`config.mk`:
```
export PLATFORM = sky130hd
export DESIGN_NAME = branch_target_buffer
export DESIGN_NICKNAME = d
export VERILOG_FILES = /design/src/rtl/branch_target_buffer.sv
export SDC_FILE = /design/constraint.sdc
export NUM_CORES = 1
export LEC_CHECK = 0
export CAP_MARGIN = 20
export CORE_ASPECT_RATIO = 1.1
export CORE_MARGIN = 2
export CORE_UTILIZATION = 45
export CTS_BUF_LIST = sky130_fd_sc_hd__clkbuf_4
export DETAILED_ROUTE_END_ITERATION = 6
export HOLD_SLACK_MARGIN = 0.02
export PLACE_DENSITY = 0.66
export REMOVE_ABC_BUFFERS = 1
export SLEW_MARGIN = 0
export SYNTH_ARGS = -nofsm -noshare
export SYNTH_HDL_FRONTEND = slang
export SYNTH_SLANG_ARGS = --single-unit
```
`constraint.sdc`:
```
create_clock -name clk -period 5.7 [get_ports clk]
set_input_delay 0.855 -clock clk [delete_from_list [all_inputs] [get_ports clk]]
set_output_delay 0.855 -clock clk [all_outputs]
set_load 0.02 [all_outputs]
```
`src/rtl/branch_target_buffer.sv`:
```
// Branch target buffer: a direct-mapped table that predicts the next fetch PC.
//
// Each entry holds a valid bit, a tag, a 32-bit target and a 2-bit saturating
// counter (00 SNT, 01 WNT, 10 WT, 11 ST). The index is pc[IDX_W:1] and the tag
// is pc[31:IDX_W+1]. pc[0] is not used.
//
// Ports
//   clk                   rising-edge clock for all state
//   rst                   synchronous, active-high reset
//   fetch_pc_i            PC being fetched (combinational lookup)
//   fetch_compressed_i    fetched instruction is 16-bit (fall-through +2, else +4)
//   pred_dest_o           predicted next PC
//   pred_hit_o            lookup found a valid entry with a matching tag
//   update_valid_i        EX feedback valid
//   update_stall_i        EX stalled; feedback ignored this cycle
//   update_pc_i           PC of the resolved instruction
//   update_taken_i        branch was taken (ignored for jumps)
//   update_jump_i         resolved instruction is jal/jalr
//   update_target_i       resolved target address
//   update_mispredict_i   EX performed a PC correction
//   perf_update_cnt_o     effective-update count (wraps)
//   perf_mispredict_cnt_o effective updates that were mispredicts (wraps)
module branch_target_buffer #(
    parameter int unsigned ENTRIES = 16,
    parameter int unsigned IDX_W   = $clog2(ENTRIES)
) (
    input  logic        clk,
    input  logic        rst,
    input  logic [31:0] fetch_pc_i,
    input  logic        fetch_compressed_i,
    output logic [31:0] pred_dest_o,
    output logic        pred_hit_o,
    input  logic        update_valid_i,
    input  logic        update_stall_i,
    input  logic [31:0] update_pc_i,
    input  logic        update_taken_i,
    input  logic        update_jump_i,
    input  logic [31:0] update_target_i,
    input  logic        update_mispredict_i,
    output logic [31:0] perf_update_cnt_o,
    output logic [31:0] perf_mispredict_cnt_o
);

    localparam int unsigned TAG_W = 31 - IDX_W;

    logic             valid_q  [ENTRIES];
    logic [TAG_W-1:0] tag_q    [ENTRIES];
    logic [31:0]      target_q [ENTRIES];
    logic [1:0]       ctr_q    [ENTRIES];

    logic [31:0] upd_cnt_q;
    logic [31:0] mispr_cnt_q;

    // Lookup
    logic [IDX_W-1:0] fetch_idx;
    logic [TAG_W-1:0] fetch_tag;
    logic [31:0]      fall_through;

    assign fetch_idx    = fetch_pc_i[IDX_W:1];
    assign fetch_tag    = fetch_pc_i[31:IDX_W+1];
    assign fall_through = fetch_pc_i + (fetch_compressed_i ? 32'd2 : 32'd4);
    assign pred_hit_o   = valid_q[fetch_idx] && (tag_q[fetch_idx] == fetch_tag);
    assign pred_dest_o  = (pred_hit_o && ctr_q[fetch_idx][1]) ? target_q[fetch_idx]
                                                              : fall_through;

    // Update
    logic [IDX_W-1:0] upd_idx;
    logic [TAG_W-1:0] upd_tag;
    logic             upd_hit;
    logic             upd_eff;
    logic             upd_taken;
    logic [1:0]       ctr_next;

    assign upd_idx   = update_pc_i[IDX_W:1];
    assign upd_tag   = update_pc_i[31:IDX_W+1];
    assign upd_hit   = valid_q[upd_idx] && (tag_q[upd_idx] == upd_tag);
    assign upd_eff   = update_valid_i && !update_stall_i;
    // A jump always counts as taken, whatever update_taken_i says.
    assign upd_taken = update_jump_i || update_taken_i;

    always_comb begin
        ctr_next = ctr_q[upd_idx];
        if (update_jump_i) begin
            ctr_next = 2'b11;
        end else if (update_taken_i) begin
            if (ctr_q[upd_idx] != 2'b11) ctr_next = ctr_q[upd_idx] + 2'b01;
        end else begin
            if (ctr_q[upd_idx] != 2'b00) ctr_next = ctr_q[upd_idx] - 2'b01;
        end
    end

    // Control state: valid bits, counters, perf counters.
    always_ff @(posedge clk) begin
        if (rst) begin
            valid_q     <= '{default: 1'b0};
            ctr_q       <= '{default: 2'b01};
            upd_cnt_q   <= '0;
            mispr_cnt_q <= '0;
        end else if (upd_eff) begin
            upd_cnt_q <= upd_cnt_q + 32'd1;
            if (update_mispredict_i) mispr_cnt_q <= mispr_cnt_q + 32'd1;
            if (upd_hit) begin
                ctr_q[upd_idx] <= ctr_next;
            end else if (upd_taken) begin
                valid_q[upd_idx] <= 1'b1;
                ctr_q[upd_idx]   <= update_jump_i ? 2'b11 : 2'b10;
            end
        end
    end

    // Payload (tag/target) carries no reset; it is only meaningful under valid.
    always_ff @(posedge clk) begin
        if (!rst && upd_eff && upd_taken) begin
            target_q[upd_idx] <= update_target_i;
            if (!upd_hit) tag_q[upd_idx] <= upd_tag;
        end
    end

    assign perf_update_cnt_o     = upd_cnt_q;
    assign perf_mispredict_cnt_o = mispr_cnt_q;

    logic unused_pc_lsb;
    assign unused_pc_lsb = fetch_pc_i[0] ^ update_pc_i[0];

endmodule

```
==> results of run 1 <==
-- final cells by class --
type                       instances  area (um^2)  area share
clock buffer                     395         2970      0.0545
antenna                            4         10.0    0.000184
timing repair buffer             362         3630      0.0668
multi-input combinational       1257        14900       0.274
sequential                      1056        30600       0.562
tap                             1375         1720      0.0316
clock inverter                    76          424     0.00780
inverter                          33          124     0.00228
-- placed cells by master (no fill, tap or decap), types with 48 or more instances in the layout --
| cell type | n |
|---|---|
| nor2_1 | 102 |
| a21oi_1 | 48 |
| clkdlybuf4s50_1 | 159 |
| edfxtp_1 | 944 |
| buf_4 | 124 |
| nand2_1 | 85 |
| xnor2_1 | 66 |
| xor2_1 | 67 |
| clkinv_1 | 62 |
| clkbuf_4 | 395 |
| mux4_2 | 382 |
| dfxtp_1 | 112 |
| mux2i_1 | 83 |
-- path summary, 6_finish.rpt --
kind / startpoint / depth (start not counted) / slack, ps / end
worst max-delay path: fetch_pc_i[1] / 14 / 90 / pred_dest_o[22]
worst max register to register: tag_q[11][21]$_DFFE_PP_ / 12 / 1520 / tag_q[11][1]$_DFFE_PP_
worst min-delay path: rst / 3 / 430 / perf_mispredict_cnt_o[15]$_SDFFE_PP0P_
worst min register to register: ctr_q[0]$_SDFFE_PP1P_ / 2 / 460 / ctr_q[0]$_SDFFE_PP1P_
-- cell families (layout without fill, tap and decap cells) --
kind of cell,after synthesis,after routing,share of synthesized area
AND/OR/NAND/NOR,376,376,0.0395
AO/OA/AOI/OAI,222,222,0.0339
flip-flops,1056,1056,0.663
multiplexers,521,521,0.218
buffers and inverters,181,866,0.0193
adder cells (fa/ha/maj),5,5,0.00152
other,0,4,0
XOR/XNOR,133,133,0.0252
-- metrics by stage --
step / TNS, ps / worst slack [ps]
2_1_floorplan: 0 / 342
3_3_place_gp: -22700 / -738
3_5_place_dp: -18480 / -614
4_1_cts: -4.33 / -4.33
5_1_grt: 0 / 4.21
6_report: 0 / 95.0
-- registers in the layout (all words and copies together) (netlist names) --
| register | count |
|---|---|
| ctr_q | 32 |
| perf_mispredict_cnt_o | 32 |
| valid_q | 16 |
| tag_q | 432 |
| target_q | 512 |
| perf_update_cnt_o | 32 |
-- power by group --
part | total [mW] | leakage [nW] | switching, mW | internal, mW
Sequential | 8.48 | 9.39 | 0.0161 | 8.46
Clock | 6.38 | 2.03 | 2.97 | 3.41
Combinational | 1.25 | 6.64 | 0.703 | 0.543
-- worst register-to-register path: stages, from the launching register on --
cell and delay [ps]:
edfxtp_1 390, mux4_2 520, nand2b_1 180, a41oi_1 220, a311oi_1 80, buf_4 180, a31oi_1 380, nor4b_2 110
nand4_2 320, nand2_1 170, buf_12 220, nor3_2 810, buf_12 270
-- per-layer routing --
metal  vias to the layer above  global-route usage  part of all wire
met2                      1395               0.393              0.49
met5                         -                   0           0.00041
met4                         8              0.0878             0.027
met1                     14436               0.328              0.39
met3                       231              0.0562             0.088
li1                      11474                   -                 -
-- what timing repair did --
item | 4_1_cts | 5_1_grt
cloned | 1 | 0
gates resized for setup | 103 | 15
buffers inserted | 2 | 3
pin swaps | 2 | 4
setup endpoints to repair | 33 | 32
hold buffers | 0 | 0
==> key figures, run 1 <==
Run status
  – Status: completed

Synth
  – Distinct cells, synth: 72
  – Sequential area share after synthesis: 0.663
  – Most common library cells after synthesis: edfxtp_1 (944), mux4_2 (382), nor2_1 (118)
  – Synth Area per Inst: 18.5 um^2
  – Area leader, netlist: edfxtp_1
  – Post-Syn Area: 46200 um^2
  – Top cell type's share of synthesized area: 0.614
  – Synthesized flop and latch total: 1056
  – Cells after Synth: 2494
  – EDFF count, synth: 944
  – Async SR Flop Fraction: 0
  – Warnings, synthesis: 0
  – Cell with the most instances after synthesis: edfxtp_1
  – Top cells by area, synth: edfxtp_1 (61%), mux4_2 (19%), dfxtp_1 (4.9%)
  – Most used DFF post-synth: edfxtp_1

Finish
  – Fillers: 8142
  – Final Cell Area: 54400 um^2
  – Share of cells above drive strength 1: 0.336
  – Post-route insts no fill: 4558
  – Area Overhead vs Synth: 17.8%
  – Core Util, Final: 0.533
  – Final net count: 3102

Power
  – Pwr per Cell Area: 296 nW/um^2
  – Leakage: 18.1 nW
  – Power, Total: 16.1 mW
  – Worst vdd ir: 0.192 mV

Clock tree
  – Clk root buf: clkbuf_4
  – Clock Tree Buf Depth: 4
  – Clock latency on the worst-skew pair: 1160 ps
  – Clock Sinks: 1056
  – Cts bufs inserted: 283
  – H-tree Lvls: 5
  – Clock Pin Slew Worst Setup and Hold Paths: 60 ps
  – CTS tree: done

Die
  – Core area: 102000 um^2
  – Row count: 123
  – Ports: 201
  – DIE HEIGHT: 340 um
  – DIE WIDTH: 309 um
  – Initial Utilization: 0.452
  – Die area: 105000 um^2

Setup path
  – Critical Path RT: 4850 ps
  – CP Class: input pin to primary output
  – Critical path's slowest cell: mux4_2
  – WP buf/inv: 7
  – Crit path launch type: input pin
  – Max stage delay on crit path: 550 ps
  – CP Max Fanout: 12
  – CP cell instances: buf_8, buf_12, buf_12, buf_12, mux4_2, mux4_2, xnor2_1, nand4_1, nor4_4, buf_4, and2_4, buf_12, mux2_1, clkdlybuf4s15_2
  – Crit path max-delay family: multiplexers
  – Most used cell, CP: buf_12
  – Critical path endpoint category: primary output
  – Crit path DAT: 4750 ps

Routing
  – Vias per cell: 6.04
  – Vias post-DR: 27.5k
  – First-pass DRT Iterations: 5
  – Iteration-0 DRC Markers: 3101
  – Final ANT Viol Nets: 0
  – Average wire per standard cell: 28.1 um
  – Routed WL: 128000 um
  – Drt drc: 0

Global route
  – Vias in the first global route: 28.5k
  – First-pass GRT wire length: 186000 um
  – Initial antenna violation count: 6
  – Largest net degree at the start of global routing: 84
  – Gr ovfl total: 0
  – Gr usage total: 0.244

Place
  – GPL Wtd Cong: 0.922
  – DP HPWL: 79700 um
  – Placed cells: 4076
  – PortBufs: 199
  – DP Area: 51000 um^2

Run
  – Max Cap Viol: 0

Timing
  – Tmin final: 5610 ps
  – Relative slew slack: 0.278
  – Slew Viols, Final: 0
  – Final clock skew: 116 ps
  – Fmax: 178 MHz
  – # setup viols final: 0
  – RSZ-0062 raised after global routing: false
  – Fin crit share: 0.983
  – Worst-Margin Slew: 1080 ps
  – Final hold viol count: 0
  – Worst hold slack: 434 ps

Min path
  – Hold Crit Class: input pin to flip-flop
Note: power is estimated with default switching activity, not from simulation.
==> run 2: changes to the inputs <==
- PLACE_DENSITY: 0.66 -> not set
- PLACE_DENSITY_LB_ADDON: not set -> 0.05
==> key figures, run 2 (synthesized netlist as in run 1, its figures left out) <==
Finish
  – Final Cell Area: 54300 um^2
  – Fillers: 8381
  – Max reg flops: 512
  – Final net count: 3118
  – Largest Register: target_q
  – Most frequent cells in the layout: edfxtp_1 (944), clkbuf_4 (412), mux4_2 (382)
  – Share of cells above drive strength 1: 0.345
  – Core Util, Final: 0.533
  – Area Overhead vs Synth: 17.7%
  – Top flop regs: target_q: 512 flops, tag_q: 432 flops
  – Commonest non-fill, non-tap cell in the layout: edfxtp_1

Setup path
  – FF-to-FF End: tag_q[9][5]$_DFFE_PP_
  – Critical Path RT: 4850 ps
  – Reg2reg path depth: 12
  – Crit path from: tag_q[15][18]$_DFFE_PP_
  – CP Class: flip-flop to primary output
  – Critical path endpoint category: primary output
  – Crit path launch type: flip-flop
  – Internal reg-to-reg setup slack: 1390 ps
  – Crit path DAT: 4720 ps
  – CP Max Fanout: 13
  – RR Startpoint: tag_q[10][21]$_DFFE_PP_

Place
  – GPL Wtd Cong: 0.854
  – Place WS: -412 ps
  – DP Area: 50900 um^2
  – DP HPWL: 81400 um
  – PortBufs: 199

Timing
  – Fmax: 179 MHz
  – Fin worst setup slack: 120 ps
  – Worst-Margin Slew: 1130 ps
  – # setup viols final: 0
  – Tmin final: 5580 ps
  – Final clock skew: 90.9 ps
  – Relative slew slack: 0.242
  – Setup TNS: 0 ps
  – Slew Viols, Final: 0
  – RSZ-0062 raised after global routing: true
  – Final hold viol count: 0
  – Fin crit share: 0.979

Die
  – Initial Utilization: 0.452
  – Core area: 102000 um^2
  – DIE HEIGHT: 340 um
  – Ports: 201
  – Die area: 105000 um^2
  – DIE WIDTH: 309 um
  – Row count: 123

Run status
  – Status: completed

Run
  – Max Cap Viol: 0

Routing
  – Final ANT Viol Nets: 0
  – Drt drc: 0
  – Iteration-0 DRC Markers: 2583
  – First-pass DRT Iterations: 5
  – Average wire per standard cell: 29.4 um
  – Routed WL: 134000 um
  – Vias per cell: 5.89
  – Vias post-DR: 26.9k

Global route
  – Largest net degree at the start of global routing: 86
  – Gr usage total: 0.260
  – First-pass GRT wire length: 195000 um
  – Vias in the first global route: 28.6k
  – Gr ovfl total: 0
  – Initial antenna violation count: 8

Clock tree
  – H-tree Lvls: 5
  – Cts bufs inserted: 293
  – Clock Tree Buf Depth: 4
  – Clk root buf: clkbuf_4
  – Clock latency on the worst-skew pair: 1120 ps
  – CTS tree: done
  – Clock Pin Slew Worst Setup and Hold Paths: 70 ps
  – Clock Sinks: 1056

Power
  – Leakage: 18.1 nW
  – Pwr per Cell Area: 299 nW/um^2
  – Worst vdd ir: 0.180 mV

Min path
  – WHS Endpoint: ctr_q[16]$_SDFFE_PP1P_
  – Hold Path Stages: 2
  – Hold Crit Class: flip-flop to flip-flop
  – Hold Startpoint: ctr_q[16]$_SDFFE_PP1P_
-- run 2: routing by layer --
layer,track usage,vias to the layer above,wire length [um],part of all wire
met5,0,-,25,0.00019
met4,0.0796,4,2180,0.016
met3,0.0590,153,9540,0.071
met2,0.426,1055,67000,0.50
met1,0.347,14244,55700,0.41
li1,-,11485,-,-
-- run 2: layout make-up --
class | instances | area (um^2) | share of cell area
Sequential cell | 1056 | 30600 | 0.563
Multi-Input combinational cell | 1257 | 14900 | 0.275
Timing Repair Buffer | 368 | 3510 | 0.0647
Clock buffer | 412 | 3090 | 0.0569
Tap cell | 1375 | 1720 | 0.0317
Clock inverter | 68 | 348 | 0.00640
Inverter | 33 | 124 | 0.00228
Antenna cell | 5 | 12.5 | 0.000230
-- run 2: power breakdown --
part / switching [mW] / internal [mW] / total (mW)
Sequential: 0.0155 / 8.46 / 8.48
Clock: 3.05 / 3.44 / 6.49
Combinational: 0.717 / 0.539 / 1.26
Total: 3.78 / 12.4 / 16.2
-- run 2: per-stage QoR --
step | total power, mW | hold slack, ps | std cells
after global placement | 9.89 | 447 | 4083
after global routing | 16.9 | 412 | 4572
after floorplan | 9.18 | 432 | 2346
after CTS | 16.4 | 331 | 4566
after detailed placement | 9.91 | 456 | 4084
final | 16.2 | 468 | 4574
-- run 2: worst max path at each step --
| stage | end | slack, ps | cells after the start |
|---|---|---|---|
| 3_3_place_gp | pred_dest_o[20] | -490 | 16 |
| 3_5_place_dp | pred_dest_o[26] | -410 | 16 |
| 4_1_cts | pred_dest_o[31] | -90 | 12 |
| 5_1_grt | pred_dest_o[14] | -90 | 12 |
| 2_1_floorplan | pred_dest_o[10] | 340 | 8 |
| 6_report | pred_dest_o[26] | 120 | 12 |
-- run 2: worst max-delay path, stage by stage (launching register included) --
cell,delay (ps)
edfxtp_1,390
mux4_2,480
mux4_2,600
xnor2_2,190
nand4_1,220
nor2_2,180
nand3_2,100
nor4_4,350
buf_4,200
and2_4,200
buf_12,160
mux2_2,360
buf_2,160
-- run 2: repair_timing --
action,CTS,global route
cloned,1,0
setup endpoints to repair,32,32
buffers inserted,0,2
pin swaps,2,5
hold buffers,1,0
hold endpoints to repair,16,0
resized for setup,130,25
